`src/rtl/unary_add_param.sv`:
```
// unary_add_param: parametrised unary (bit-stream) adder.
// Read phase counts the 1s on N_IN serial lanes into a bounded accumulator;
// write phase replays the total as one thermometer-coded stream on dout.
// Optional build macro: UNARY_ADD_WRAP_EN (overflow wraps mod MAX_CNT+1
// instead of saturating; C is sticky in both builds).
//
// state | meaning
// ------+--------------------------------------------------------------
// ACC   | accumulate popcount(din) into cnt while en=1, read_or_write=0
// EMIT  | shift out rem ones on dout, one per enabled cycle
// DONE  | done pulsed; wait for read_or_write=0 to clear cnt/C

module unary_add_param #(
  parameter int N_IN    = 2,
  parameter int CNT_W   = 5,
  parameter int MAX_CNT = 30
) (
  input  logic              clk,
  input  logic              rst_n,
  input  logic              en,
  input  logic              read_or_write,
  input  logic [N_IN-1:0]   din,
  output logic              dout,
  output logic              C,
  output logic              done,
  output logic [CNT_W-1:0]  cnt
);

  // Sum is wide enough for cnt + N_IN so the overflow test never truncates.
  localparam int SUM_W = CNT_W + $clog2(N_IN + 1);
  localparam logic [SUM_W-1:0] MAX_S = SUM_W'(MAX_CNT);
`ifdef UNARY_ADD_WRAP_EN
  localparam logic [SUM_W-1:0] MOD_S = SUM_W'(MAX_CNT + 1);
`endif

  typedef enum logic [1:0] {
    ACC  = 2'd0,
    EMIT = 2'd1,
    DONE = 2'd2
  } state_t;

  state_t             state, state_nxt;
  logic [CNT_W-1:0]   cnt_q, cnt_nxt;
  logic [CNT_W-1:0]   rem_q, rem_nxt;
  logic               dout_q, dout_nxt;
  logic               c_q, c_nxt;
  logic               done_q, done_nxt;
  logic [SUM_W-1:0]   ones;
  logic [SUM_W-1:0]   sum;

  // Population count of the input lanes and the untruncated running sum.
  always_comb begin
    ones = '0;
    for (int i = 0; i < N_IN; i++) begin
      ones = ones + SUM_W'(din[i]);
    end
    sum = SUM_W'(cnt_q) + ones;
  end

  // Next-state and next-output logic; dout and done default low each cycle.
  always_comb begin
    state_nxt = state;
    cnt_nxt   = cnt_q;
    rem_nxt   = rem_q;
    c_nxt     = c_q;
    dout_nxt  = 1'b0;
    done_nxt  = 1'b0;
    case (state)
      ACC: begin
        if (en) begin
          if (!read_or_write) begin
            if (sum > MAX_S) begin
`ifdef UNARY_ADD_WRAP_EN
              cnt_nxt = CNT_W'(sum % MOD_S);
`else
              cnt_nxt = CNT_W'(MAX_CNT);
`endif
              c_nxt   = 1'b1;
            end else begin
              cnt_nxt = sum[CNT_W-1:0];
            end
          end else begin
            // din is ignored on the cycle that launches emission.
            rem_nxt   = cnt_q;
            state_nxt = EMIT;
          end
        end
      end
      EMIT: begin
        // Abort has priority: cnt and C are kept so accumulation resumes.
        if (!read_or_write) begin
          state_nxt = ACC;
        end else if (en) begin
          if (rem_q != '0) begin
            dout_nxt = 1'b1;
            rem_nxt  = rem_q - CNT_W'(1);
          end else begin
            done_nxt  = 1'b1;
            state_nxt = DONE;
          end
        end
      end
      DONE: begin
        if (en && !read_or_write) begin
          cnt_nxt   = '0;
          c_nxt     = 1'b0;
          state_nxt = ACC;
        end
      end
      default: begin
        state_nxt = ACC;
      end
    endcase
  end

  // State and datapath registers with asynchronous clear.
  always_ff @(posedge clk or negedge rst_n) begin
    if (!rst_n) begin
      state  <= ACC;
      cnt_q  <= '0;
      rem_q  <= '0;
      dout_q <= 1'b0;
      c_q    <= 1'b0;
      done_q <= 1'b0;
    end else begin
      state  <= state_nxt;
      cnt_q  <= cnt_nxt;
      rem_q  <= rem_nxt;
      dout_q <= dout_nxt;
      c_q    <= c_nxt;
      done_q <= done_nxt;
    end
  end

  assign dout = dout_q;
  assign C    = c_q;
  assign done = done_q;
  assign cnt  = cnt_q;

endmodule
```
`config.mk`:
```
export PLATFORM = sky130hd
export DESIGN_NAME = unary_add_param
export DESIGN_NICKNAME = d
export VERILOG_FILES = /design/src/rtl/unary_add_param.sv
export SDC_FILE = /design/constraint.sdc
export NUM_CORES = 1
export LEC_CHECK = 0
export CORE_MARGIN = 3
export CORE_UTILIZATION = 51
export CTS_CLUSTER_SIZE = 14
export DETAILED_ROUTE_END_ITERATION = 12
export GPL_ROUTABILITY_DRIVEN = 0
export GPL_TIMING_DRIVEN = 0
export HOLD_SLACK_MARGIN = 0.02
export PLACE_DENSITY = 0.74
export SLEW_MARGIN = 10
export SYNTH_ARGS = -nofsm -noshare
export SYNTH_HDL_FRONTEND = slang
export SYNTH_SLANG_ARGS = --single-unit
```
`constraint.sdc`:
```
create_clock -name clk -period 2.05 [get_ports clk]
set_input_delay 0.615 -clock clk [delete_from_list [all_inputs] [get_ports clk]]
set_output_delay 0.615 -clock clk [all_outputs]
set_load 0.02 [all_outputs]
```
==> metrics.md, run 1 <==
| Metric | Value |
|---|---|
| Status | `complete, no violations` |
| Crit path kind | `reg -> out` |
| # nets final | `approximately 110` |
| Final hold viol count | `0` |
| Worst min path class | `reg -> reg` |
| Worst EP arrival | `1.39 ns` |
| Seq. cell area | `about 380 µm²` |
| Max_slew headroom | `54.5%` |
| GRT overflow | `0` |
| Vias in the first global route | `around 740` |
| DRC viols | `0` |
| Tcrit/Tclk final | `between 90% and 100%` |
| Most frequent cells in the layout | `14 x dfrtp_1, 9 x clkdlybuf4s50_1, 8 x inv_1` |
| Most common cell after layout, fill and taps aside | `dfrtp_1` |
| Post-synth EDFFs | `0` |
| Clk buf depth | `2` |
| Crit-path slowest cell | `clkdlybuf4s50_1` |
| Combinational Power Share | `around half` |
| Port Buffers | `13` |
| Share of the synthesized area in the top cell type | `around 42%` |
| Slew Limit Fails | `0` |
| RSZ-0062 raised after global routing | `no` |
| CP bufs+invs | `1` |
| CP peak stage delay | `0.65 ns` |
| CTS root buf | `clkbuf_4` |
| GRT Total Usage | `about a fifth` |
| Clock period minus final worst setup slack | `between 2 and 2.5 ns` |
| CP Max Fanout | `5` |
| Critical path endpoint category | `output port` |
| Area contributors post-synth | `dfrtp_1 42%, inv_1 3.3%, a31o_2 2.9%` |
| CP cell instances | `clkdlybuf4s50_1` |
| Yosys warns | `0` |
| Post-DP HPWL | `~1400 µm` |
| CTS Hold Bufs | `0` |
| Reg power frac | `roughly 39%` |
| Seq cells post-synth | `15` |
| Largest net degree at the start of global routing | `16` |
| Syn_nets | `95` |
| Async set-or-reset flop fraction in the synthesized netlist | `100%` |
| Avg Cell Area, Syn | `~11 µm²` |
| Mapped Cells | `86` |
| Starting density of the core | `roughly 57%` |
| Area grow syn2layout | `24.8%` |
| 1st-iter DRT viols | `13` |
| FILL cells | `~120` |
| VDD IR-drop max | `a little under 800 µV` |
| Die X | `a little under 50 µm` |
| Initial antenna violation count | `0` |
| Clock sinks | `15` |
| Die ar. | `between 2000 and 2500 µm²` |
| Worst-skew pair later-pin latency | `about 0.29 ns` |
| Synth cell types | `between 40 and 50` |
| # setup viols final | `0` |
| Fin Setup TNS | `0 ns` |
| WP data required | `about 1.4 ns` |
| Worst slew pin tran | `roughly 0.68 ns` |
| H-Tree Depth | `1` |
| Height of the die | `roughly 48 µm` |
| Main flop type after synthesis | `dfrtp_1` |
| FMAX | `~500 MHz` |
| Max Cap Violations | `0` |
| TritonCTS Buffers | `3` |
| Pwr/cell area | `approximately 1200 nW/µm²` |
| CTS tree | `done` |
| P_int | `between 0.8 and 0.9 mW` |
| Post-synthesis sequential area ratio | `about two fifths` |
| Sw frac | `between 40% and 50%` |
| Antenna Violating Nets Remaining | `0` |
| Post-Route WL | `between 1500 and 2000 µm` |
| Placeable Area | `1590 µm²` |
| DR pass1 iterations | `4` |
| First-pass GRT wire length | `3290 µm` |
| Share of layout cells above drive strength 1 | `a little under a fifth` |
| WL/cell | `approximately 15 µm` |
| Max Clock Skew | `around 0.0094 ns` |
| Total Power | `approximately 1.4 mW` |
| Vias per cell | `5.99` |
| CP top delay family | `buffers and inverters` |
| LEAKAGE | `a little over 0.5 nW` |
| Net load switching power | `0.567 mW` |
| Startpoint types | `flop` |
| # diodes | `0` |
| Post-Syn Area | `around 900 µm²` |
| Cell accounting for the most synthesized area | `dfrtp_1` |
| Footprint of the multi-input gates | `500 µm²` |
| Via count | `about 770` |
| Hold slack | `between 0.5 and 0.6 ns` |
| I/O pin total | `14` |
| Row Count | `14` |
| Clock-pin slew of the registers on the worst-case setup and hold paths | `about 0.10 ns` |
| Clock Power Share | `12.6%` |
worst reg2reg max path, cell delays in order, from the launching register on:
cell       delay (ns)
dfrtp_1          0.46
fa_2             0.41
ha_4             0.29
and3b_1          0.15
o2111ai_1        0.13
a32o_1           0.28
metrics by stage:
step	setup slack (ns)	instances	utilization, %	cell area, µm²
6_report	0.0434	128	70.7	1130
5_1_grt	0.00789	128	70.7	1130
4_1_cts	-0.0395	128	69.8	1110
3_5_place_dp	-0.536	123	66.7	1060
3_3_place_gp	-0.515	123	66.7	1060
2_1_floorplan	0.0112	86	-	903
sequential cells by signal, indices dropped and copies added (netlist names):
name   cells
dout       1
state      2
done       1
cnt        5
rem_q      5
C          1
power groups by stage:
stage | clock network (mW) | logic [mW] | registers (mW)
after global placement | 0 | 0.627 | 0.530
after floorplan | 0 | 0.383 | 0.562
after CTS | 0.178 | 0.669 | 0.538
final | 0.174 | 0.666 | 0.539
after global routing | 0.190 | 0.741 | 0.553
after detailed placement | 0 | 0.637 | 0.537
final cells by class:
type | instances | share of cell area, %
clock buffers | 4 | 2.33
repair buffers | 14 | 12.8
flip-flops and latches | 15 | 33.4
well taps | 24 | 2.66
multi-input cells | 59 | 44.4
plain buffers | 4 | 1.78
inverters | 8 | 2.66
final timing paths:
kind                       startpoint        to  slack (ns)  cells after the start
hold reg to reg              rem_q[1]  rem_q[1]        0.56                      1
min in group asynchronous       rst_n  rem_q[2]        0.73                      1
hold / removal               rem_q[1]  rem_q[1]        0.56                      1
max in group asynchronous       rst_n    cnt[2]        0.85                      1
setup reg to reg               cnt[0]    cnt[0]        0.24                      5
setup / recovery               cnt[0]    cnt[0]        0.04                      1
cell families (layout without fill, tap and decap cells):
kind of cell             Yosys count  after routing  share of synthesized area, %
AO/OA/AOI/OAI                     26             26                          22.0
buffers and inverters             12             30                          5.26
AND/OR/NAND/NOR                   25             25                          20.1
adder cells (fa/ha/maj)            3              3                          4.99
XOR/XNOR                           1              1                         0.970
multiplexers                       4              4                          5.12
flip-flops                        15             15                          41.6
routing by layer:
layer | track usage (%) | up-vias | part of all wire [%]
met5 | 0 | - | 0
met4 | 8.60 | 0 | 0.86
met3 | 4.14 | 2 | 4.4
met2 | 33.0 | 24 | 50
met1 | 27.2 | 375 | 45
li1 | - | 366 | -
synth_stat cells (2+ instances only):
library cell  instances
clkbuf_1              2
buf_2                 2
nor3_1                2
a21oi_1               4
o21ai_0               2
dfrtp_1              15
nor3b_1               3
a31oi_1               3
a32o_1                2
inv_1                 8
nand2_1               4
mux2i_1               2
and2_1                2
nand2b_1              2
and3b_1               3
a221oi_1              2
a31o_2                3
ha_1                  2
repair_timing:
| item | in CTS | in global routing |
|---|---|---|
| pin swaps | 2 | 2 |
| gates resized for setup | 5 | 5 |
| endpoints found under the setup margin | 3 | 4 |
| buffers inserted | 1 | 0 |
No activity file was read; power rests on OpenSTA's default activity.
==> run 2, diff against run 1 <==
--- a/config.mk
+++ b/config.mk
@@ -5,14 +5,17 @@
 export SDC_FILE = /design/constraint.sdc
 export NUM_CORES = 1
 export LEC_CHECK = 0
+export CAP_MARGIN = 20
 export CORE_MARGIN = 3
 export CORE_UTILIZATION = 51
+export CTS_BUF_LIST = sky130_fd_sc_hd__clkbuf_4 sky130_fd_sc_hd__clkbuf_8 sky130_fd_sc_hd__clkbuf_16
 export CTS_CLUSTER_SIZE = 14
 export DETAILED_ROUTE_END_ITERATION = 12
 export GPL_ROUTABILITY_DRIVEN = 0
 export GPL_TIMING_DRIVEN = 0
 export HOLD_SLACK_MARGIN = 0.02
 export PLACE_DENSITY = 0.74
+export SKIP_CTS_REPAIR_TIMING = 1
 export SLEW_MARGIN = 10
 export SYNTH_ARGS = -nofsm -noshare
 export SYNTH_HDL_FRONTEND = slang
==> run 2 against run 1 <==
Net effect:
- critical path depth did not move
- first-iteration DRC count rose by 38%
- cell count did not move
- non-clock buffer count did not move
- power rose by 2.1%
- fmax barely moved
- flip-flop and latch count did not move
- combinational power rose by 1%
- die area did not move
- largest power group unchanged
==> metrics.md, run 2 (same netlist as run 1, synthesis figures left out) <==
| Metric | Value |
|---|---|
| Status | `complete, no violations` |
| CP Max Fanout | `8` |
| Post-Route WL | `between 2000 and 2500 µm` |
| CP bufs+invs | `1` |
| Clock period minus final worst setup slack | `2.01 ns` |
| Clk buf depth | `2` |
| Clock-pin slew of the registers on the worst-case setup and hold paths | `approximately 0.10 ns` |
| WP data required | `~1.4 ns` |
| Pwr/cell area | `~1200 nW/µm²` |
| GRT overflow | `0` |
| Most frequent cells in the layout | `14 x dfrtp_1, 9 x clkdlybuf4s50_1, 8 x inv_1` |
| Total Power | `approximately 1.4 mW` |
| Starting density of the core | `a little under three fifths` |
| Worst EP arrival | `between 1 and 1.5 ns` |
| # setup viols final | `0` |
| Port Buffers | `13` |
| Row Count | `14` |
| Antenna Violating Nets Remaining | `0` |
| Placeable Area | `1590 µm²` |
| Clock sinks | `15` |
| CP top delay family | `buffers and inverters` |
| Startpoint types | `flop` |
| Max_slew headroom | `a little over half` |
| Critical path endpoint category | `output port` |
| Max Cap Violations | `0` |
| Most common cell after layout, fill and taps aside | `dfrtp_1` |
| Worst slew pin tran | `0.686 ns` |
| Vias in the first global route | `727` |
| CP cell instances | `clkdlybuf4s50_1` |
| WL/cell | `15.7 µm` |
| Fin util | `71.6%` |
| TritonCTS Buffers | `3` |
| # diodes | `0` |
| Vias per cell | `5.94` |
| CP peak stage delay | `between 0.6 and 0.7 ns` |
| Max Clock Skew | `around 0.0061 ns` |
| Crit-path slowest cell | `clkdlybuf4s50_1` |
| I/O pin total | `14` |
| CTS tree | `done` |
| Via count | `760` |
| Largest net degree at the start of global routing | `16` |
| DRC viols | `0` |
| VDD IR-drop max | `approximately 800 µV` |
| FILL cells | `around 120` |
| First-pass GRT wire length | `about 3300 µm` |
| 1st-iter DRT viols | `18` |
| Area grow syn2layout | `26.3%` |
| Final hold viol count | `0` |
| Slew Limit Fails | `0` |
| Placed inst area | `~1100 µm²` |
| Worst-skew pair later-pin latency | `0.28 ns` |
| GRT Total Usage | `just over 20%` |
| Tcrit/Tclk final | `97.9%` |
| H-Tree Depth | `1` |
| Height of the die | `about 48 µm` |
| Share of layout cells above drive strength 1 | `20.2%` |
| Die ar. | `roughly 2300 µm²` |
| LEAKAGE | `roughly 0.52 nW` |
| Worst min path class | `reg -> reg` |
| Crit path kind | `reg -> out` |
| Post-DP HPWL | `between 1000 and 1500 µm` |
| RSZ-0062 raised after global routing | `no` |
| # nets final | `114` |
| FMAX | `approximately 500 MHz` |
| CTS root buf | `clkbuf_4` |
| Design area | `~1100 µm²` |
| Initial antenna violation count | `0` |
| Die X | `about 48 µm` |
| DR pass1 iterations | `4` |
## run 2: final cells by class
type / count / area (µm²) / share of cell area [%]
tap: 24 / 30.0 / 2.63
clock buffer: 4 / 30.0 / 2.63
inverter: 8 / 30.0 / 2.63
timing repair buffer: 14 / 148 / 12.9
buffer: 4 / 20.0 / 1.75
multi-input combinational: 59 / 507 / 44.4
sequential: 15 / 377 / 33.0
## run 2: per-stage QoR
| step | setup WS (ns) | hold slack (ns) | instances | setup TNS, ns |
|---|---|---|---|---|
| 2_1_floorplan | 0.0112 | 0.319 | 86 | 0 |
| 3_3_place_gp | -0.515 | 0.528 | 123 | -1.77 |
| 3_5_place_dp | -0.536 | 0.538 | 123 | -1.94 |
| 4_1_cts | -0.238 | 0.560 | 127 | -0.462 |
| 5_1_grt | 0.00421 | 0.572 | 128 | 0 |
| 6_report | 0.0423 | 0.563 | 128 | 0 |
## run 2: report_power, final
| group | switching [mW] | leakage [nW] | internal [mW] | total (mW) |
|---|---|---|---|---|
| Sequential | 0.148 | 0.192 | 0.396 | 0.543 |
| Clock | 0.102 | 0.0184 | 0.0887 | 0.191 |
| Combinational | 0.332 | 0.307 | 0.342 | 0.675 |
| Total | 0.582 | 0.518 | 0.827 | 1.41 |
## run 2: final timing paths
path,start,to,slack [ns],depth (start not counted)
worst max-delay path,cnt[2],cnt[2],0.04,1
worst min-delay path,rem_q[1],rem_q[1],0.56,1
worst max register to register,cnt[0],cnt[0],0.27,5
worst min register to register,rem_q[1],rem_q[1],0.56,1
max in group asynchronous,rst_n,cnt[2],0.84,1
min in group asynchronous,rst_n,state[0],0.74,1
## run 2: worst register-to-register path, cell delays in order (launching register included)
cell and delay (ns):
dfrtp_1 0.46, fa_2 0.40, ha_4 0.29, and3b_1 0.17, o2111ai_2 0.12, a32o_1 0.25
## run 2: metal layers
layer  up-vias  wire, µm  global-route usage (%)
met3         0       108                    4.14
met1       375       907                    27.2
met5         -         0                       0
li1        361         -                       -
met4         0         0                    6.45
met2        24       995                    33.2
==> run 3, diff against run 2 <==
--- a/config.mk
+++ b/config.mk
@@ -14,7 +14,7 @@
 export GPL_ROUTABILITY_DRIVEN = 0
 export GPL_TIMING_DRIVEN = 0
 export HOLD_SLACK_MARGIN = 0.02
-export PLACE_DENSITY = 0.74
+export PLACE_DENSITY = 0.83
 export SKIP_CTS_REPAIR_TIMING = 1
 export SLEW_MARGIN = 10
 export SYNTH_ARGS = -nofsm -noshare
==> run 3 against run 2 <==
Net effect:
- first-iteration DRC count down 22%
- fmax up 3.3%
- hold slack worse by 0.00073 ns
- critical path type is now in -> reg
- highest routed layer is now met4
==> metrics.md, run 3 (same netlist as run 1, synthesis figures left out) <==
| Metric | Value |
|---|---|
| Status | `complete, no violations` |
| I/O pin total | `14` |
| Vias per cell | `~6.1` |
| Most frequent cells in the layout | `15 x dfrtp_1, 8 x inv_1, 7 x clkdlybuf4s50_1` |
| RSZ-0062 raised after global routing | `no` |
| Post-Route WL | `2070 µm` |
| GRT Total Usage | `about a fifth` |
| CP top delay family | `buffers and inverters` |
| Clock-pin slew of the registers on the worst-case setup and hold paths | `about 0.090 ns` |
| Most common cell after layout, fill and taps aside | `dfrtp_1` |
| GRT overflow | `0` |
| CP Max Fanout | `10` |
| Total Power | `1.40 mW` |
| TritonCTS Buffers | `3` |
| WL/cell | `between 15 and 20 µm` |
| Max_slew headroom | `a little over half` |
| First-pass GRT wire length | `about 3200 µm` |
| # setup viols final | `0` |
| Area grow syn2layout | `26.7%` |
| Clock period minus final worst setup slack | `just under 2 ns` |
| Die X | `just under 50 µm` |
| Worst EP arrival | `roughly 2.2 ns` |
| Pwr/cell area | `approximately 1200 nW/µm²` |
| Design area | `1140 µm²` |
| Initial antenna violation count | `0` |
| # diodes | `0` |
| Final hold viol count | `0` |
| Placed inst area | `1060 µm²` |
| Share of layout cells above drive strength 1 | `~19%` |
| Crit-path slowest cell | `clkdlybuf4s50_1` |
| Via count | `about 800` |
| Critical path endpoint category | `flop` |
| Port Buffers | `13` |
| Die ar. | `around 2300 µm²` |
| Vias in the first global route | `roughly 760` |
| Row Count | `14` |
| Hold slack | `about 0.56 ns` |
| Placeable Area | `1590 µm²` |
| Slew Limit Fails | `0` |
| Tcrit/Tclk final | `between 90% and 100%` |
| Worst-skew pair later-pin latency | `between 0.2 and 0.3 ns` |
| Worst slew pin tran | `a little under 0.7 ns` |
| VDD IR-drop max | `a little over 700 µV` |
| Clk buf depth | `2` |
| Largest net degree at the start of global routing | `16` |
| 1st-iter DRT viols | `14` |
| Clock sinks | `15` |
| Worst min path class | `reg -> reg` |
| Fin util | `slightly above 70%` |
| H-Tree Depth | `1` |
| # nets final | `about 110` |
| Height of the die | `between 40 and 50 µm` |
| LEAKAGE | `0.541 nW` |
| WP data required | `~2.3 ns` |
| CTS tree | `done` |
| CP cell instances | `clkdlybuf4s50_1 > nor3b_2 > clkbuf_4 > mux2_2 > a31oi_1` |
| DRC viols | `0` |
| Max Clock Skew | `about 0.0018 ns` |
| Max Cap Violations | `0` |
| CP peak stage delay | `between 0.5 and 0.6 ns` |
| DR pass1 iterations | `4` |
| Post-DP HPWL | `roughly 1400 µm` |
| Crit path kind | `in -> reg` |
| FMAX | `slightly above 500 MHz` |
| Starting density of the core | `56.7%` |
| Startpoint types | `input port` |
| CP bufs+invs | `2` |
| CTS root buf | `clkbuf_4` |
| Antenna Violating Nets Remaining | `0` |
-- run 3: cell count changes in the layout (fill, tap and decap cells not counted) --
cell,previous run,this run
dfrtp_1,14,15
dfrtp_2,1,0
dlymetal6s2s_1,4,6
clkdlybuf4s50_1,9,7
-- run 3: final timing paths --
check | startpoint | endpoint | slack (ns) | cells past startpoint
min in group asynchronous | rst_n | cnt[1] | 0.74 | 1
worst min-delay path | rem_q[1] | rem_q[1] | 0.56 | 1
max in group asynchronous | rst_n | rem_q[3] | 0.87 | 1
worst max register to register | cnt[0] | cnt[0] | 0.25 | 5
worst max-delay path | en | C | 0.11 | 5
worst min register to register | rem_q[1] | rem_q[1] | 0.56 | 1
-- run 3: per-stage QoR --
stage / setup TNS, ns / std cells / worst slack, ns
detailed placement: -1.78 / 123 / -0.523
finish: 0 / 128 / 0.107
CTS: -0.447 / 127 / -0.228
floorplan: 0 / 86 / 0.0112
global route: 0 / 128 / 0.0476
global placement: -1.70 / 123 / -0.513
-- run 3: layer usage --
metal	GRT usage, %	part of all wire [%]
met5	0	0
met4	8.06	2.0
met3	7.52	5.5
met2	34.0	52
met1	23.3	40
-- run 3: worst register-to-register path, cell delays in order, from the launching register on --
cell and delay [ns]:
dfrtp_1 0.45, fa_2 0.40, ha_4 0.29, and3b_1 0.18, o2111ai_2 0.13, a32o_1 0.25
-- run 3: area by class of cell --
class                   instances  area (µm²)
plain buffers                   4        20.0
clock buffers                   4        30.0
fillers                       111         449
inverters                       8        30.0
multi-input cells              59         507
flip-flops and latches         15         375
well taps                      24        30.0
repair buffers                 14         153
-- run 3: power breakdown --
| part | total (mW) | switching, mW | leakage (nW) | internal, mW |
|---|---|---|---|---|
| combinational | 0.671 | 0.336 | 0.329 | 0.336 |
| sequential | 0.545 | 0.151 | 0.193 | 0.394 |
| clock | 0.185 | 0.0958 | 0.0184 | 0.0890 |
